<file path="src/rtl/envelope_lane_split.sv">
// rtl/envelope_lane_split.sv - splits one packed multi-lane CHDR stream into per-lane packet streams
//
// envelope_lane_split_fifo : first-word-fall-through FIFO, 2**AW entries of W bits.
//   flush clears occupancy; push and pop in the same cycle are allowed even when full.
//
// envelope_lane_split : top level.
//   clk, reset, clear          : clock, sync active-high reset, sync flush
//   next_dst[16*NUM_CH]        : per-lane destination SID, sampled when a header is pushed
//   i_tdata/i_tuser/i_tlast/i_tvalid/i_tready : packed input stream + CHDR header
//   o_tdata/o_tuser/o_tlast/o_tvalid/o_tready : NUM_CH independent lane streams
//   hdr_overflow               : sticky, set when a lane has data but no header

module envelope_lane_split_fifo #(
  parameter int W  = 8,
  parameter int AW = 2
) (
  input  logic         clk,
  input  logic         flush,
  input  logic         push,
  input  logic [W-1:0] din,
  input  logic         pop,
  output logic [W-1:0] dout,
  output logic         empty,
  output logic         full
);

  localparam logic [AW:0] DEPTH = {1'b1, {AW{1'b0}}};

  logic [W-1:0]  mem [1<<AW];
  logic [AW-1:0] wr_ptr;
  logic [AW-1:0] rd_ptr;
  logic [AW:0]   count;
  logic          do_push;
  logic          do_pop;

  assign empty   = (count == '0);
  assign full    = (count == DEPTH);
  assign do_pop  = pop && !empty;
  // A pop frees the slot this cycle, so a push into a full FIFO is still accepted.
  assign do_push = push && (!full || do_pop);
  assign dout    = mem[rd_ptr];

  always_ff @(posedge clk) begin
    if (flush) begin
      wr_ptr <= '0;
      rd_ptr <= '0;
      count  <= '0;
    end else begin
      if (do_push) wr_ptr <= wr_ptr + 1'b1;
      if (do_pop)  rd_ptr <= rd_ptr + 1'b1;
      count <= count + (AW+1)'(do_push) - (AW+1)'(do_pop);
    end
  end

  always_ff @(posedge clk) begin
    if (do_push) mem[wr_ptr] <= din;
  end

endmodule

module envelope_lane_split #(
  parameter int NUM_CH         = 2,
  parameter int WIDTH          = 16,
  parameter int PAD_MODE       = 1,
  parameter int DATA_FIFO_SIZE = 5,
  parameter int HDR_FIFO_SIZE  = 2,
  localparam int OW            = (PAD_MODE != 0) ? 2*WIDTH : WIDTH
) (
  input  logic                    clk,
  input  logic                    reset,
  input  logic                    clear,
  input  logic [16*NUM_CH-1:0]    next_dst,
  input  logic [NUM_CH*WIDTH-1:0] i_tdata,
  input  logic [127:0]            i_tuser,
  input  logic                    i_tlast,
  input  logic                    i_tvalid,
  output logic                    i_tready,
  output logic [NUM_CH*OW-1:0]    o_tdata,
  output logic [128*NUM_CH-1:0]   o_tuser,
  output logic [NUM_CH-1:0]       o_tlast,
  output logic [NUM_CH-1:0]       o_tvalid,
  input  logic [NUM_CH-1:0]       o_tready,
  output logic                    hdr_overflow
);

  logic              flush;
  logic              sof;
  logic              accept;
  logic              hdr_push;
  logic [NUM_CH-1:0] data_full;
  logic [NUM_CH-1:0] hdr_full;
  logic [NUM_CH-1:0] hdr_err;
  logic              unused_src;

  // The incoming src SID is replaced per lane; only its dst field feeds the new src.
  assign unused_src = ^i_tuser[95:80];

  assign flush    = reset || clear;
  // Header room is only needed when this beat opens a new packet.
  assign i_tready = !reset && !(|data_full) && (!sof || !(|hdr_full));
  assign accept   = i_tvalid && i_tready;
  assign hdr_push = accept && sof;

  always_ff @(posedge clk) begin
    if (flush) begin
      sof <= 1'b1;
    end else if (accept) begin
      sof <= i_tlast;
    end
  end

  always_ff @(posedge clk) begin
    if (flush) begin
      hdr_overflow <= 1'b0;
    end else if (|hdr_err) begin
      hdr_overflow <= 1'b1;
    end
  end

  for (genvar k = 0; k < NUM_CH; k++) begin : g_lane
    localparam logic [3:0] LANE_ID = 4'(k);

    logic [WIDTH:0] d_dout;
    logic           d_empty;
    logic [127:0]   h_din;
    logic [127:0]   h_dout;
    logic           h_empty;
    logic           h_pop;

    assign h_din = {i_tuser[127:96], i_tuser[79:68], LANE_ID,
                    next_dst[16*k +: 16], i_tuser[63:0]};

    envelope_lane_split_fifo #(.W(WIDTH+1), .AW(DATA_FIFO_SIZE)) u_data_fifo (
      .clk   (clk),
      .flush (flush),
      .push  (accept),
      .din   ({i_tlast, i_tdata[(NUM_CH-k)*WIDTH-1 -: WIDTH]}),
      .pop   (o_tready[k]),
      .dout  (d_dout),
      .empty (d_empty),
      .full  (data_full[k])
    );

    // Header retires with the last beat of its packet.
    assign h_pop = o_tvalid[k] && o_tready[k] && o_tlast[k];

    envelope_lane_split_fifo #(.W(128), .AW(HDR_FIFO_SIZE)) u_hdr_fifo (
      .clk   (clk),
      .flush (flush),
      .push  (hdr_push),
      .din   (h_din),
      .pop   (h_pop),
      .dout  (h_dout),
      .empty (h_empty),
      .full  (hdr_full[k])
    );

    assign o_tvalid[k] = !d_empty;
    assign o_tlast[k]  = d_dout[WIDTH];
    assign hdr_err[k]  = !d_empty && h_empty;
    assign o_tuser[128*k +: 128] = h_empty ? 128'd0 : h_dout;

    if (PAD_MODE != 0) begin : g_pad
      assign o_tdata[OW*k +: OW] = {d_dout[WIDTH-1:0], {WIDTH{1'b0}}};
    end else begin : g_nopad
      assign o_tdata[OW*k +: OW] = d_dout[WIDTH-1:0];
    end
  end

endmodule

</file>
<file path="config.mk">
export PLATFORM = sky130hd
export DESIGN_NAME = envelope_lane_split
export DESIGN_NICKNAME = d
export VERILOG_FILES = /design/src/rtl/envelope_lane_split.sv
export SDC_FILE = /design/constraint.sdc
export NUM_CORES = 2
export LEC_CHECK = 0
export BUFFER_PORTS_ARGS = -buffer_cell sky130_fd_sc_hd__buf_2
export CAP_MARGIN = 20
export CORE_UTILIZATION = 60
export CTS_CLUSTER_DIAMETER = 200
export DETAILED_ROUTE_END_ITERATION = 16
export PLACE_DENSITY = 0.85
export SYNTH_ARGS = -nofsm -noshare
export SYNTH_HDL_FRONTEND = slang
export SYNTH_SLANG_ARGS = --single-unit
export TNS_END_PERCENT = 1
</file>
<file path="constraint.sdc">
create_clock -name clk -period 7.6 [get_ports clk]
set_input_delay 1.52 -clock clk [delete_from_list [all_inputs] [get_ports clk]]
set_output_delay 1.52 -clock clk [all_outputs]
set_load 0.01 [all_outputs]
</file>
# ---- Word-level counts from Yosys, hierarchy flattened
# Memory sizes are Yosys's and may differ from the RTL's. A register that Yosys moved wholly into a read port is not among the register bits.
# Index checks and enable logic that the tools add are counted.
dict set report totals {
  reg_bits 48
  latchBits 0
  mem_bits_rw 2080
  rom_bits 0
  input_bits 199
  n_memories 4
}
# name words word_bits rd rd_ports_with_merged_regs wr line_no
set memory_table {}
lappend memory_table {{g_lane[0].u_data_fifo.mem} 32 17 1 1 1 29} ;# logic [W-1:0] mem [1<<AW];
lappend memory_table {{g_lane[1].u_data_fifo.mem} 32 17 1 1 1 29}
lappend memory_table {{g_lane[0].u_hdr_fifo.mem} 4 124 1 1 1 29}
lappend memory_table {{g_lane[1].u_hdr_fifo.mem} 4 124 1 1 1 29}
dict set report classes {
  addsub 16
  n_mul 0
  div 0
  order_cmp 0
  eq_ne 4
  shift 0
  n_mux 18
  n_bitwise 0
  reduce_logical 41
}
# cell n
set ops {}
lappend ops {{$mux 128} 2}
lappend ops {{$add 5x1->5 const B} 4}
lappend ops {{$mux 5} 4}
lappend ops {{$logic_and 1x1->1} 16}
lappend ops {{$add 6x1->6} 2}
lappend ops {{$eq 6x6->1 const B} 2}
lappend ops {{$logic_not 1->1} 12}
lappend ops {{$logic_not 6->1} 2}
lappend ops {{$sub 6x1->6} 2}
lappend ops {{$add 2x1->2 const B} 4}
lappend ops {{$mux 1} 8}
lappend ops {{$mux 2} 4}
lappend ops {{$add 3x1->3} 2}
lappend ops {{$eq 3x3->1 const B} 2}
lappend ops {{$logic_not 3->1} 2}
lappend ops {{$logic_or 1x1->1} 6}
lappend ops {{$reduce_or 2->1} 3}
lappend ops {{$sub 3x1->3} 2}

# ---- Logic depth before layout (Yosys ltp)
dict set report depth {
  ltp_word 10
  depth_mapped 16
  mapped_depth_nobuf 16
}

# ---- Modules after synthesis
# Synthesis repeated with hierarchy kept, for this count alone.
dict set report unflattened {
  cells_unflattened 4010
  hier_area_um2 84153.2
}
# module n_inst cells_each area_each_um2 seq_area_each_um2
set by_module_without_submodules {}
lappend by_module_without_submodules {{envelope_lane_split_fifo (g_lane[0].u_data_fifo ...)} 2 1122 21931.0 16756.1}
lappend by_module_without_submodules {{envelope_lane_split_fifo (g_lane[0].u_hdr_fifo)} 1 715 19065.8 15554.9}
lappend by_module_without_submodules {{envelope_lane_split_fifo (g_lane[1].u_hdr_fifo)} 1 716 19038.3 15554.9}
lappend by_module_without_submodules {envelope_lane_split 1 335 2187.1 40.0}

# ---- Worst setup path after synthesis
# OpenSTA, ideal clock, no wires.
dict set report synth_timing {
  kind {input-to-reg}
  start {input reset}
  end {memory g_lane[0].u_hdr_fifo.mem[0][0] in the netlist's numbering (enable)}
  setup_ns 0.498
  t_arrival_ns 5.275
  required_ns 7.102
  slack_ns 1.827
  stages 5
  path_buffers 2
  path_cell_list {a311oi_1 -> and3_1 -> buf_2 -> clkbuf_1 -> and3_1}
}
dict set report synth_via {
  elab_chain_cells 8
}
# item line_no
set synth_lines {}
lappend synth_lines {{start, declared} 70} ;# input logic reset,
lappend synth_lines {{$logic_not 1->1} 100} ;# assign i_tready = !reset && !(|data_full) && (!sof || !(|hdr_full));
lappend synth_lines {{$logic_and 1x1->1 (2 in a row)} 100}
lappend synth_lines {{$logic_and 1x1->1} 101} ;# assign accept = i_tvalid && i_tready;
lappend synth_lines {{$logic_and 1x1->1} 102} ;# assign hdr_push = accept && sof;
lappend synth_lines {{$logic_and 1x1->1} 40} ;# assign do_push = push && (!full || do_pop);
lappend synth_lines {{$mux 1} 56} ;# if (do_push) mem[wr_ptr] <= din;
lappend synth_lines {{$mux 1 (not written as such)} 56}
lappend synth_lines {{end, declared} 29}
# Every way passes these cells.

==> results <==
- The worst setup path is captured at an output port.
- Yosys printed 0 warnings.
- The setup TNS is 0 ns.
- The post-CTS resize count is 0.
- The synthesized design contains about 2,100 register bits.
- The count of final max-slew check failures is 0.
- The netlist uses 45 different library cells.
- On the worst path, the slowest cell contributes a delay of 0.84 ns.
- The most area-hungry cell type in the Yosys netlist is edfxtp_1.
- During I/O placement, the number of pins put on the boundary was between 500 and 600.
- The die width is around 370 µm.
- For the pin with the worst max-slew slack, the measured transition is about 1.2 ns.
- The total of buffers placed on input and output ports is around 470.
- The hold buffer count at CTS is 0.
- The number of post-CTS setup repair buffers is 0.
- The cell area power density is around 280 nW/µm².
- The number of cells on the worst reg-to-reg path is 14.
- The share of the synthesized netlist area taken by xor and xnor gates is 0.00320.
- The summed instance area of the synthesized netlist is slightly above 80,000 µm².
- The worst setup path category is register to output port.
- The compound-cell area share of the yosys netlist was 0.00303.
- The detail route stage leaves a number of antenna-violating nets equal to 0.
- The wire length of the first global-routing pass is about 290,000 µm.
- The fraction of final layout cells with drive strength greater than 1 is 0.343.
- Of the total synthesized cell area, the portion taken by full adders, half adders and majority gates is 0.00707.
- The total leakage power is 0.0298 µW.
- The area share of and/or/nand/nor cells after synthesis is 0.0311.
- Routability-driven placement finished with a final weighted congestion of roughly 0.79.
- After filler insertion, the fill cell instance count of the layout stands at just under 8,000.
- The startpoint identified for the worst hold timing path is g_lane[1].u_hdr_fifo.rd_ptr[1].
- Counting flops with an async set or reset pin after synthesis yields a share of 0.
- The average instance in the mapped netlist occupies 22.7 µm².
- The worst hold path belongs to the class register to register.
- Setup repair after global routing left no endpoint under its margin.
- For the worst setup path, the data arrival time is 4.08 ns.
- The highest ir drop seen on vdd is 237 µV.
- Synthesis produced between 3,000 and 4,000 cells.
- The tool flagged a number of max-cap violations equal to 0.
- The area fraction of the dominant cell type after synthesis is 0.760.
- The CTS tree is yes.
- The clock latency on the worst-skew pair is 0.85 ns.
- The total overflow left after global routing is 0.
- Between clock sinks in the finished design, the worst skew comes to between 0.05 and 0.06 ns.
- The number of remaining DRC errors is 0.
- The number of global-route vias before repair is ~42,000.
- From bottom edge to top edge, the die measures between 300 and 400 µm.
- In this run, the number of DRC markers left after iteration 0 of detailed routing was 5,609.
- The post-route standard cell area excluding fillers is 93,300 µm².
- For this run, the top clock speed supported by timing is between 150 and 200 MHz.
- The endpoint of the worst register-to-register path is g_lane[0].u_hdr_fifo.count[2].
- The average routed wire per standard cell is ~33 µm.
- The H-tree was split into 4 levels.
- Counting flops with a built-in enable in the synthesized netlist gives between 2,000 and 2,500.
- The largest driver fanout on the critical path is 20.
- The critical path goes through buf_4, nor2b_1, a22oi_1, and3_1, a31oi_1, nand2_1, buf_2.
- The part of the Yosys area used for sequential elements is 0.775.
- The number of clock buffers added by TritonCTS is approximately 200.
- The clock tree root buffer cell is clkbuf_16.
- The maximum number of pins on one net before global-route repair is between 100 and 150.
- For this design, the sink count on the clock tree is 2,142.
- The final critical-path share of the clock period is 0.736.
- The maximum buffer depth of the clock tree is 3.
- The number of placement rows is roughly 140.
- The final route contains just over 40,000 vias.
- The final net count is 4,420.
- After floorplanning, the core was sized to cover 136,000 µm².
- The flow ran to the end, and the final reports show no timing, DRC or antenna violations.
- The total chip power is 25,800 µW.
- The floorplan step defined a die boundary enclosing about 140,000 µm².
- The cell type of the slowest stage on the worst timing path is dfxtp_2.
- The remaining max-slew budget at the tightest pin is 0.175.
- After clock tree synthesis, the clock-pin slew on the worst setup and hold paths is 0.06 ns.
- The final hold violation count came to 0.
- The worst hold path passes through 2 cells.
- The setup slack of the worst register-to-register path is about 3.1 ns.
- Across every metal layer, demand over resource in global routing totals 0.297.
- The total setup violations reported at the end of the flow is 0.
- By area, the combinational part of the netlist is dominated by multiplexers.
- The required time of the critical path is slightly above 6 ns.
- The worst setup path is launched from a register.
- The sum of net half-perimeters after detailed placement is ~100,000 µm.
- The standard cell area after detailed placement is just under 90,000 µm².
- The first detailed-routing pass ran for 6 iterations.
- Relative to the synthesized area, the layout overhead comes to 13.5%.
- Measured against the total synthesized area, the mux share comes to 0.165.
- The total wire length is a little over 200,000 µm.
- The most used flip-flop cell after synthesis is edfxtp_1.
- The initial antenna violation count was 31.
- Dividing the detail-routed via count by the number of cells gives between 6 and 7.
- The initial core utilization is 0.606.
- Yosys attributes the largest share of cell area to edfxtp_1 (76%), mux4_2 (16%), and2_1 (2.0%), dfxtp_1 (1.5%), ha_1 (0.61%).
- The routed design could run at a clock period as short as between 5 and 6 ns.
## critical path, delay by kind of cell, from the launching register on
| family | cells | cell delay (ns) |
|---|---|---|
| simple gates | 3 | 0.97 |
| compound gates | 2 | 0.66 |
| flops | 1 | 0.84 |
| buf+inv | 2 | 0.77 |
## flip-flops by register name, indices dropped and copies added (netlist names), named ones only
name                       cells
hdr_overflow                   1
g_lane.u_hdr_fifo.rd_ptr       4
g_lane.u_hdr_fifo.mem        992
g_lane.u_hdr_fifo.count        6
g_lane.u_data_fifo.wr_ptr     10
g_lane.u_data_fifo.mem      1088
g_lane.u_hdr_fifo.wr_ptr       4
g_lane.u_data_fifo.count      12
sof                            1
g_lane.u_data_fifo.rd_ptr     10
## where the power goes
part	internal [µW]	switching [µW]	total (µW)	leakage, µW
sequential	13300	134	13400	0.0193
clock	5490	4400	9890	0.00311
combinational	1050	1460	2510	0.00741
total	19800	5990	25800	0.0298
## cells by family after synthesis
| kind of cell | Yosys count |
|---|---|
| buf+inv | 256 |
| fa+ha+maj | 44 |
| other cells | 1 |
| flops | 2142 |
| xor+xnor | 30 |
| simple gates | 467 |
| compound gates | 39 |
| mux | 641 |
## cells in the mapped netlist, drive strengths merged (13+ instances only)
library cell	count
edfxtp	2080
mux4	568
and2	259
nor2	116
clkbuf	111
buf	110
dfxtp	62
mux2i	41
ha	40
inv	33
mux2	32
nand2	32
a21oi	17
xor2	17
xnor2	13
## how the worst max path moves through the flow
| stage | startpoint | to | cells past startpoint | slack (ns) |
|---|---|---|---|---|
| 3_5_place_dp | reset | g_lane[1].u_hdr_fifo.mem[0][94] | 6 | 2.72 |
| 2_1_floorplan | reset | g_lane[0].u_hdr_fifo.mem[0][0] | 5 | 1.83 |
| 5_1_grt | register | o_tdata[48] | 5 | 1.88 |
| 4_1_cts | register | o_tdata[51] | 5 | 1.98 |
| 3_3_place_gp | reset | g_lane[0].u_data_fifo.mem[19][16] | 7 | 2.76 |
| 6_report | register | o_tlast[1] | 7 | 2.00 |
## layout make-up
type                    instances  area [µm²]  area share
clock buffers                 252        5200      0.0558
clock inverters               120        1230      0.0132
multi-input cells            1260       17600       0.189
diodes                         17        42.5    0.000456
repair buffers                540        3050      0.0327
inverters                      35         134     0.00144
well taps                    1781        2230      0.0239
flip-flops and latches       2142       63700       0.683
## cell usage in the layout (no fill, tap or decap), types with 5 or more instances in the layout
| cell | synthesis | layout |
|---|---|---|
| edfxtp_1 | 2080 | 2080 |
| mux4_2 | 568 | 568 |
| buf_2 | 44 | 465 |
| and2_1 | 259 | 259 |
| clkbuf_16 | 0 | 200 |
| nor2_1 | 116 | 68 |
| buf_4 | 56 | 62 |
| clkbuf_1 | 111 | 52 |
| dfxtp_1 | 62 | 50 |
| clkinv_1 | 2 | 42 |
| mux2i_1 | 41 | 41 |
| ha_1 | 40 | 40 |
| conb_1 | 1 | 39 |
| clkinv_2 | 0 | 37 |
| inv_1 | 33 | 33 |
| nand2_1 | 32 | 32 |
| mux2_2 | 32 | 32 |
| nor2_2 | 0 | 25 |
| nor2_4 | 0 | 23 |
| bufinv_16 | 0 | 18 |
| diode_2 | 0 | 17 |
| xor2_1 | 17 | 17 |
| a21oi_1 | 16 | 16 |
| xnor2_1 | 13 | 13 |
| buf_12 | 0 | 13 |
| nand4_1 | 10 | 10 |
| nand3_1 | 9 | 9 |
| clkinvlp_4 | 0 | 9 |
| and3_4 | 0 | 8 |
| dfxtp_4 | 0 | 8 |
| a22oi_1 | 7 | 7 |
| nand3b_1 | 6 | 6 |
| or3_1 | 6 | 5 |
## per-stage QoR
step                      utilization  hold slack [ns]  cells  setup WS [ns]
after floorplan                     -            0.446   3658           1.83
after global placement          0.640            0.456   5756           2.76
after detailed placement        0.640            0.468   5758           2.72
after CTS                       0.687            0.485   6130           1.98
after global routing            0.687            0.516   6137           1.88
final                           0.688            0.476   6147           2.00
## layer usage
layer  global-route usage  up-vias  wire, µm
li1                     -    15998         -
met1                0.369    20880     68600
met2                0.488     2880    103000
met3               0.0965      580     24500
met4                0.118       36      8570
met5                    0        -       205
Note: power is estimated with default switching activity, not from simulation.
